**config.mk**
```make
export PLATFORM = sky130hd
export DESIGN_NAME = multicycle_control_unit
export DESIGN_NICKNAME = d
export VERILOG_FILES = /design/src/rtl/cpu_ctrl_pkg.sv /design/src/rtl/cu_opcode_class.sv /design/src/rtl/multicycle_control_unit.sv
export SDC_FILE = /design/constraint.sdc
export NUM_CORES = 1
export LEC_CHECK = 0
export BUFFER_PORTS_ARGS = -buffer_cell sky130_fd_sc_hd__buf_2
export CAP_MARGIN = 15
export CELL_PAD_IN_SITES_DETAIL_PLACEMENT = 0
export CELL_PAD_IN_SITES_GLOBAL_PLACEMENT = 1
export CORE_MARGIN = 2
export CORE_UTILIZATION = 33
export DETAILED_ROUTE_END_ITERATION = 10
export GPL_TIMING_DRIVEN = 0
export PLACE_DENSITY_LB_ADDON = 0.1
export SKIP_CTS_REPAIR_TIMING = 1
export SYNTH_ARGS = -nofsm -noshare
export SYNTH_HDL_FRONTEND = slang
export SYNTH_SLANG_ARGS = --single-unit
```
**constraint.sdc**
```tcl
create_clock -name Clock -period 4.2 [get_ports Clock]
set_input_delay 0.84 -clock Clock [delete_from_list [all_inputs] [get_ports Clock]]
set_output_delay 0.84 -clock Clock [all_outputs]
set_load 0.02 [all_outputs]
```
**src/rtl/cpu_ctrl_pkg.sv**
```systemverilog
// Shared encodings for the multicycle CPU control path:
// FSM states, opcodes, ALUOp, PC source and ALU B-source selects.
package cpu_ctrl_pkg;

  localparam int STATE_BITS = 4;

  typedef enum logic [STATE_BITS-1:0] {
    S_FETCH    = 4'd0,
    S_DECODE   = 4'd1,
    S_EXEC_R   = 4'd2,
    S_WB_R     = 4'd3,
    S_EXEC_I   = 4'd4,
    S_WB_I     = 4'd5,
    S_MEM_ADDR = 4'd6,
    S_MEM_RD   = 4'd7,
    S_MEM_WB   = 4'd8,
    S_MEM_WR   = 4'd9,
    S_BRANCH   = 4'd10,
    S_JUMP     = 4'd11,
    S_TRAP     = 4'd12
  } state_e;

  localparam logic [3:0] OP_AND_OR  = 4'b0000;
  localparam logic [3:0] OP_ADD_SUB = 4'b0001;
  localparam logic [3:0] OP_SHIFT   = 4'b0010;
  localparam logic [3:0] OP_LW      = 4'b0100;
  localparam logic [3:0] OP_SW      = 4'b0101;
  localparam logic [3:0] OP_BEQ     = 4'b0110;
  localparam logic [3:0] OP_J       = 4'b0111;
  localparam logic [3:0] OP_ADDI    = 4'b1001;
  localparam logic [3:0] OP_SUBI    = 4'b1010;
  localparam logic [3:0] OP_SLTI    = 4'b1011;

  localparam logic [1:0] ALUOP_ADD   = 2'b00;
  localparam logic [1:0] ALUOP_SUB   = 2'b01;
  localparam logic [1:0] ALUOP_RTYPE = 2'b10;
  localparam logic [1:0] ALUOP_ITYPE = 2'b11;

  localparam logic [1:0] PCSRC_ALU    = 2'b00;
  localparam logic [1:0] PCSRC_ALUOUT = 2'b01;
  localparam logic [1:0] PCSRC_JUMP   = 2'b10;

  localparam logic [1:0] SRCB_REG  = 2'b00;
  localparam logic [1:0] SRCB_ONE  = 2'b01;
  localparam logic [1:0] SRCB_IMM  = 2'b10;
  localparam logic [1:0] SRCB_BOFF = 2'b11;

  typedef enum logic [2:0] {
    CLS_R,
    CLS_I,
    CLS_LW,
    CLS_SW,
    CLS_BEQ,
    CLS_J,
    CLS_ILLEGAL
  } op_class_e;

endpackage

```
**src/rtl/cu_opcode_class.sv**
```systemverilog
// Combinational opcode classifier feeding the DECODE
// and MEM_ADDR transitions of the control FSM.
module cu_opcode_class
  import cpu_ctrl_pkg::*;
(
  input  logic [3:0] i_opcode,
  output op_class_e  o_class
);

  always_comb begin
    o_class = CLS_ILLEGAL;
    unique case (1'b1)
      (i_opcode == OP_AND_OR),
      (i_opcode == OP_ADD_SUB): o_class = CLS_R;
      (i_opcode == OP_SHIFT),
      (i_opcode == OP_ADDI),
      (i_opcode == OP_SUBI),
      (i_opcode == OP_SLTI):    o_class = CLS_I;
      (i_opcode == OP_LW):      o_class = CLS_LW;
      (i_opcode == OP_SW):      o_class = CLS_SW;
      (i_opcode == OP_BEQ):     o_class = CLS_BEQ;
      (i_opcode == OP_J):       o_class = CLS_J;
      default:                  o_class = CLS_ILLEGAL;
    endcase
  end

endmodule

```
**src/rtl/multicycle_control_unit.sv**
```systemverilog
// Main control FSM of the 16-bit multicycle CPU (Moore).
// Define CU_ILLEGAL_TRAP_EN to trap illegal opcodes.
module multicycle_control_unit
  import cpu_ctrl_pkg::*;
#(
  parameter int STATE_W = 4
) (
  input  logic               Clock,
  input  logic               Reset,
  input  logic [3:0]         opcode,
  input  logic               mem_ready,
  output logic [1:0]         ALUOp,
  output logic               PCWrite,
  output logic               PCWriteCond,
  output logic [1:0]         PCSource,
  output logic               IorD,
  output logic               MemRead,
  output logic               MemWrite,
  output logic               IRWrite,
  output logic               RegDst,
  output logic               RegWrite,
  output logic               MemtoReg,
  output logic               ALUSrcA,
  output logic [1:0]         ALUSrcB,
  output logic               instr_done,
  output logic [STATE_W-1:0] state_dbg
`ifdef CU_ILLEGAL_TRAP_EN
  ,
  output logic               illegal_op
`endif
);

  state_e    r_state;
  state_e    w_next;
  op_class_e w_class;

  cu_opcode_class u_cls (
    .i_opcode (opcode),
    .o_class  (w_class)
  );

  always_ff @(posedge Clock) begin
    if (Reset) r_state <= S_FETCH;
    else       r_state <= w_next;
  end

  assign state_dbg = Reset ? STATE_W'(S_FETCH)
                           : STATE_W'(r_state);

  always_comb begin
    w_next      = r_state;
    ALUOp       = ALUOP_ADD;
    PCWrite     = 1'b0;
    PCWriteCond = 1'b0;
    PCSource    = PCSRC_ALU;
    IorD        = 1'b0;
    MemRead     = 1'b0;
    MemWrite    = 1'b0;
    IRWrite     = 1'b0;
    RegDst      = 1'b0;
    RegWrite    = 1'b0;
    MemtoReg    = 1'b0;
    ALUSrcA     = 1'b0;
    ALUSrcB     = SRCB_REG;
    instr_done  = 1'b0;
`ifdef CU_ILLEGAL_TRAP_EN
    illegal_op  = 1'b0;
`endif
    // Reset blanks every output, even mid-instruction
    if (!Reset) begin
      case (r_state)
        S_FETCH: begin
          MemRead = 1'b1;
          ALUSrcB = SRCB_ONE;
          IRWrite = mem_ready;
          PCWrite = mem_ready;
          if (mem_ready) w_next = S_DECODE;
        end
        S_DECODE: begin
          ALUSrcB = SRCB_BOFF;
          unique case (w_class)
            CLS_R:   w_next = S_EXEC_R;
            CLS_I:   w_next = S_EXEC_I;
            CLS_LW,
            CLS_SW:  w_next = S_MEM_ADDR;
            CLS_BEQ: w_next = S_BRANCH;
            CLS_J:   w_next = S_JUMP;
`ifdef CU_ILLEGAL_TRAP_EN
            default: w_next = S_TRAP;
`else
            default: w_next = S_FETCH;
`endif
          endcase
        end
        S_EXEC_R: begin
          ALUSrcA = 1'b1;
          ALUSrcB = SRCB_REG;
          ALUOp   = ALUOP_RTYPE;
          w_next  = S_WB_R;
        end
        S_WB_R: begin
          RegDst     = 1'b1;
          RegWrite   = 1'b1;
          instr_done = 1'b1;
          w_next     = S_FETCH;
        end
        S_EXEC_I: begin
          ALUSrcA = 1'b1;
          ALUSrcB = SRCB_IMM;
          ALUOp   = ALUOP_ITYPE;
          w_next  = S_WB_I;
        end
        S_WB_I: begin
          RegWrite   = 1'b1;
          instr_done = 1'b1;
          w_next     = S_FETCH;
        end
        S_MEM_ADDR: begin
          ALUSrcA = 1'b1;
          ALUSrcB = SRCB_IMM;
          w_next  = (w_class == CLS_SW) ? S_MEM_WR
                                        : S_MEM_RD;
        end
        S_MEM_RD: begin
          IorD    = 1'b1;
          MemRead = 1'b1;
          if (mem_ready) w_next = S_MEM_WB;
        end
        S_MEM_WB: begin
          MemtoReg   = 1'b1;
          RegWrite   = 1'b1;
          instr_done = 1'b1;
          w_next     = S_FETCH;
        end
        S_MEM_WR: begin
          IorD       = 1'b1;
          MemWrite   = 1'b1;
          instr_done = mem_ready;
          if (mem_ready) w_next = S_FETCH;
        end
        S_BRANCH: begin
          ALUSrcA     = 1'b1;
          ALUSrcB     = SRCB_REG;
          ALUOp       = ALUOP_SUB;
          PCWriteCond = 1'b1;
          PCSource    = PCSRC_ALUOUT;
          instr_done  = 1'b1;
          w_next      = S_FETCH;
        end
        S_JUMP: begin
          PCWrite    = 1'b1;
          PCSource   = PCSRC_JUMP;
          instr_done = 1'b1;
          w_next     = S_FETCH;
        end
`ifdef CU_ILLEGAL_TRAP_EN
        S_TRAP: begin
          illegal_op = 1'b1;
          w_next     = S_TRAP;
        end
`endif
        default: w_next = S_FETCH;
      endcase
    end
  end

endmodule

```
==> metrics.log <==
[metrics] number of port buffers: 27
[metrics] initial standard-cell utilization of the core: 35.34%
[metrics] flip-flop and latch count after synthesis: 4
[metrics] HPWL reported at the end of detailed placement: 1326 um
[metrics] worst reg2reg path depth: 5
[metrics] fin worst setup slack: about 1.3 ns
[metrics] width of the die: 47.24 um
[metrics] routing usage on met3: 1.154%
[metrics] clock tree from TritonCTS: done
[metrics] Reg-to-Reg End: r_state[0]$_SDFFE_PP0P_
[metrics] share of cells above drive strength 1: between 30% and 40%
[metrics] unrepaired setup endpoints after global routing: false
[metrics] max-capacitance violation count: 0
[metrics] share of Yosys cell area claimed by the top area cell type: between 10% and 20%
[metrics] crit path launch: Reset
[metrics] average routed wire per standard cell: roughly 12 um
[metrics] antenna violations before repair: 0
[metrics] hold-critical path endpoint: r_state[1]$_SDFFE_PP0P_
[metrics] vias after detailed routing: 750
[metrics] final global-route overflow total: 0
[metrics] ys flop type: sky130_fd_sc_hd__dfxtp_1
[metrics] count of final max-slew check failures: 0
[metrics] vias in the first global route: 615
[metrics] Avg Synthesized Cell Area: 6.778 um^2
[metrics] leading post-synthesis cells by instance count: sky130_fd_sc_hd__nor2_1, sky130_fd_sc_hd__nand2b_1, sky130_fd_sc_hd__inv_1, sky130_fd_sc_hd__nand2_1
[metrics] arrival time worst endpoint: 2.06 ns
[metrics] largest net degree at the start of global routing: 11
[metrics] num ports: 28
[metrics] busiest grt layer: met2
[metrics] net count reported at finish: 133
[metrics] Tightest Hold Check Type: flop to flop
[metrics] highest net fanout along the worst path: 10
[metrics] highest ir drop seen on vdd: ~0.00014 V
[metrics] leakage component of the power: 0.3980 nW
[metrics] Worst Max-Slew Pin Slew: 0.5406 ns
[metrics] worst min-delay path startpoint: r_state[0]$_SDFFE_PP0P_
[metrics] met2 track utilization from global routing: 25.95%
[metrics] wire length reported by the detailed router: roughly 1700 um
[metrics] floorplan core area: approximately 1700 um^2
[metrics] final setup TNS: 0 ns
[metrics] EDFF count, synth: 0
[metrics] Final ANT Viol Nets: 0
[metrics] Critical Path End Type: output pin
[metrics] drt initial violations: 14
[metrics] number of vias per cell: 5.137
[metrics] final worst-path cycle share: 69.15%
[metrics] non-filler cells, final: 146
[metrics] maximum frequency from static timing analysis: roughly 0.34 GHz
[metrics] startpoint type of the worst setup path: input pin
[metrics] gate count of the mapped netlist: 91
[metrics] Ys Warns: 0
[metrics] antenna cell count: 0
[metrics] top cells by area, synth: sky130_fd_sc_hd__dfxtp_1, sky130_fd_sc_hd__nand2b_1, sky130_fd_sc_hd__ha_1, sky130_fd_sc_hd__nor2_1, sky130_fd_sc_hd__nor2b_1
[metrics] number of nets in the synthesized netlist: 101
[metrics] synth-to-layout area growth: 30.63%
[metrics] overall die area: approximately 2200 um^2
[metrics] number of flip-flops under the largest register name: 4
[metrics] required time of the worst setup path: between 3 and 4 ns
[metrics] hold violation count in the final report: 0
[metrics] Relative slew margins: roughly 63%
[metrics] Fin Hold WS: a little over 0.7 ns
[metrics] minimum period implied by the final worst setup slack: 2.904 ns
[metrics] number of standard-cell rows in the floorplan: 15
[metrics] Root Buffer Master: sky130_fd_sc_hd__clkbuf_4
[metrics] cell taking the most area after synthesis: sky130_fd_sc_hd__dfxtp_1
[metrics] H-tree levels: 1
[metrics] drc violations: 0
[metrics] distinct cell type count of the synthesized netlist: 35
[metrics] Die H: 47.24 um
[metrics] worst setup slack before clock tree synthesis: about 1.3 ns
[metrics] Finish-stage setup viols: 0
[metrics] router iterations before antenna repair: 4
[metrics] Netlist Area Pre-Place: approximately 600 um^2
[metrics] total power density per cell area: 199.7 nW/um^2
[metrics] launch instance of the worst register-to-register path: r_state[1]$_SDFFE_PP0P_
[metrics] sequential share of the synthesized area: around an eighth
[metrics] largest registers: r_state (4)
[metrics] Hold Crit Depth: 2
[metrics] final clock skew: 0.003842 ns
[metrics] final weighted congestion in routability-driven placement: 0.8531
[metrics] clock buffer depth: 2
[metrics] share of flip-flops with an asynchronous set or reset: 0%
[metrics] Register-to-Register Setup Slack: approximately 2.7 ns
[metrics] clk sink count: 4
[metrics] cell total after placement: ~140
[metrics] total track usage: between 10% and 20%
[metrics] global-route wire length before repair: 2670 um
[metrics] fraction of met1 tracks used by global routing: 23.86%
[metrics] result of the run: finished clean
[metrics] Inserted Clock Buffers: 3
[metrics] most frequent cell after synthesis: sky130_fd_sc_hd__nor2_1
[metrics] Worst Setup Path Type: input pin to output pin
[metrics] clock transition at the register clock pins on the worst setup and hold paths after CTS: 0.04 ns
[metrics] most flop-heavy register: r_state
[metrics] source-to-sink clock delay at the later pin of the worst-skew pair: 0.23 ns
[cells in the final DEF (no fill, tap or decap), drive strengths merged]
master	instances
dfxtp	4
nor4	2
nand3b	1
a21oi	5
nor4b	1
nand2b	8
mux2	1
o41ai	1
ha	3
a21boi	1
nand3	2
or2	3
clkbuf	6
buf	29
o21ai	2
o32ai	2
o31ai	1
or3b	1
nand2	6
a31oi	3
and3	1
xnor2	1
a2111oi	1
o21bai	2
nor2	10
a211oi	2
or3	2
mux2i	1
inv	7
nor3	5
o22a	2
nor2b	5
[how the worst max path moves through the flow]
stage                   to  slack (ns)  cells after the start
3_5_place_dp       PCWrite        1.30                      6
2_1_floorplan  PCSource[0]        1.21                      3
4_1_cts            PCWrite        1.29                      6
5_1_grt            PCWrite        1.23                      6
3_3_place_gp       PCWrite        1.30                      6
6_report           PCWrite        1.30                      6
[stage by stage]
| stage | utilization, % | instance area, um^2 | power (mW) |
|---|---|---|---|
| floorplan | - | 616.8 | 0.09285 |
| global placement | 44.87 | 783.3 | 0.1155 |
| detailed placement | 44.87 | 783.3 | 0.1149 |
| CTS | 46.16 | 805.8 | 0.1630 |
| global route | 46.16 | 805.8 | 0.1733 |
| finish | 46.16 | 805.8 | 0.1609 |
[critical path: stages]
cell	delay, ns
sky130_fd_sc_hd__buf_2	0.09
sky130_fd_sc_hd__clkbuf_1	0.34
sky130_fd_sc_hd__nor3_1	0.13
sky130_fd_sc_hd__and3_1	0.21
sky130_fd_sc_hd__or2_2	0.28
sky130_fd_sc_hd__buf_2	0.16
[routing by layer]
metal	share of wire, %	vias to the layer above
met2	44	33
met4	0	0
met3	5.4	0
met5	0	-
met1	51	334
li1	-	383
[final cells by class]
class | count | area (um^2)
multi-input combinational | 75 | 486.7
inverter | 7 | 26.28
timing repair buffer | 27 | 135.1
tap | 25 | 31.28
fill | 201 | 939.7
buffer | 5 | 23.77
clock buffer | 3 | 22.52
sequential | 4 | 80.08
[cell families (layout without fill, tap and decap cells)]
kind of cell / Yosys count / after routing / share of synthesized area (%)
flops: 4 / 4 / 12.98
mux: 2 / 2 / 3.448
fa+ha+maj: 3 / 3 / 6.086
compound gates: 22 / 22 / 25.76
xor+xnor: 1 / 1 / 1.420
simple gates: 47 / 47 / 42.19
buf+inv: 12 / 42 / 8.114
[where the power goes]
part,switching [mW],internal (mW)
registers,0.00336,0.0404
clock network,0.0147,0.0319
logic,0.0440,0.0265
total,0.0621,0.0989
(Power assumes the default switching activity.)
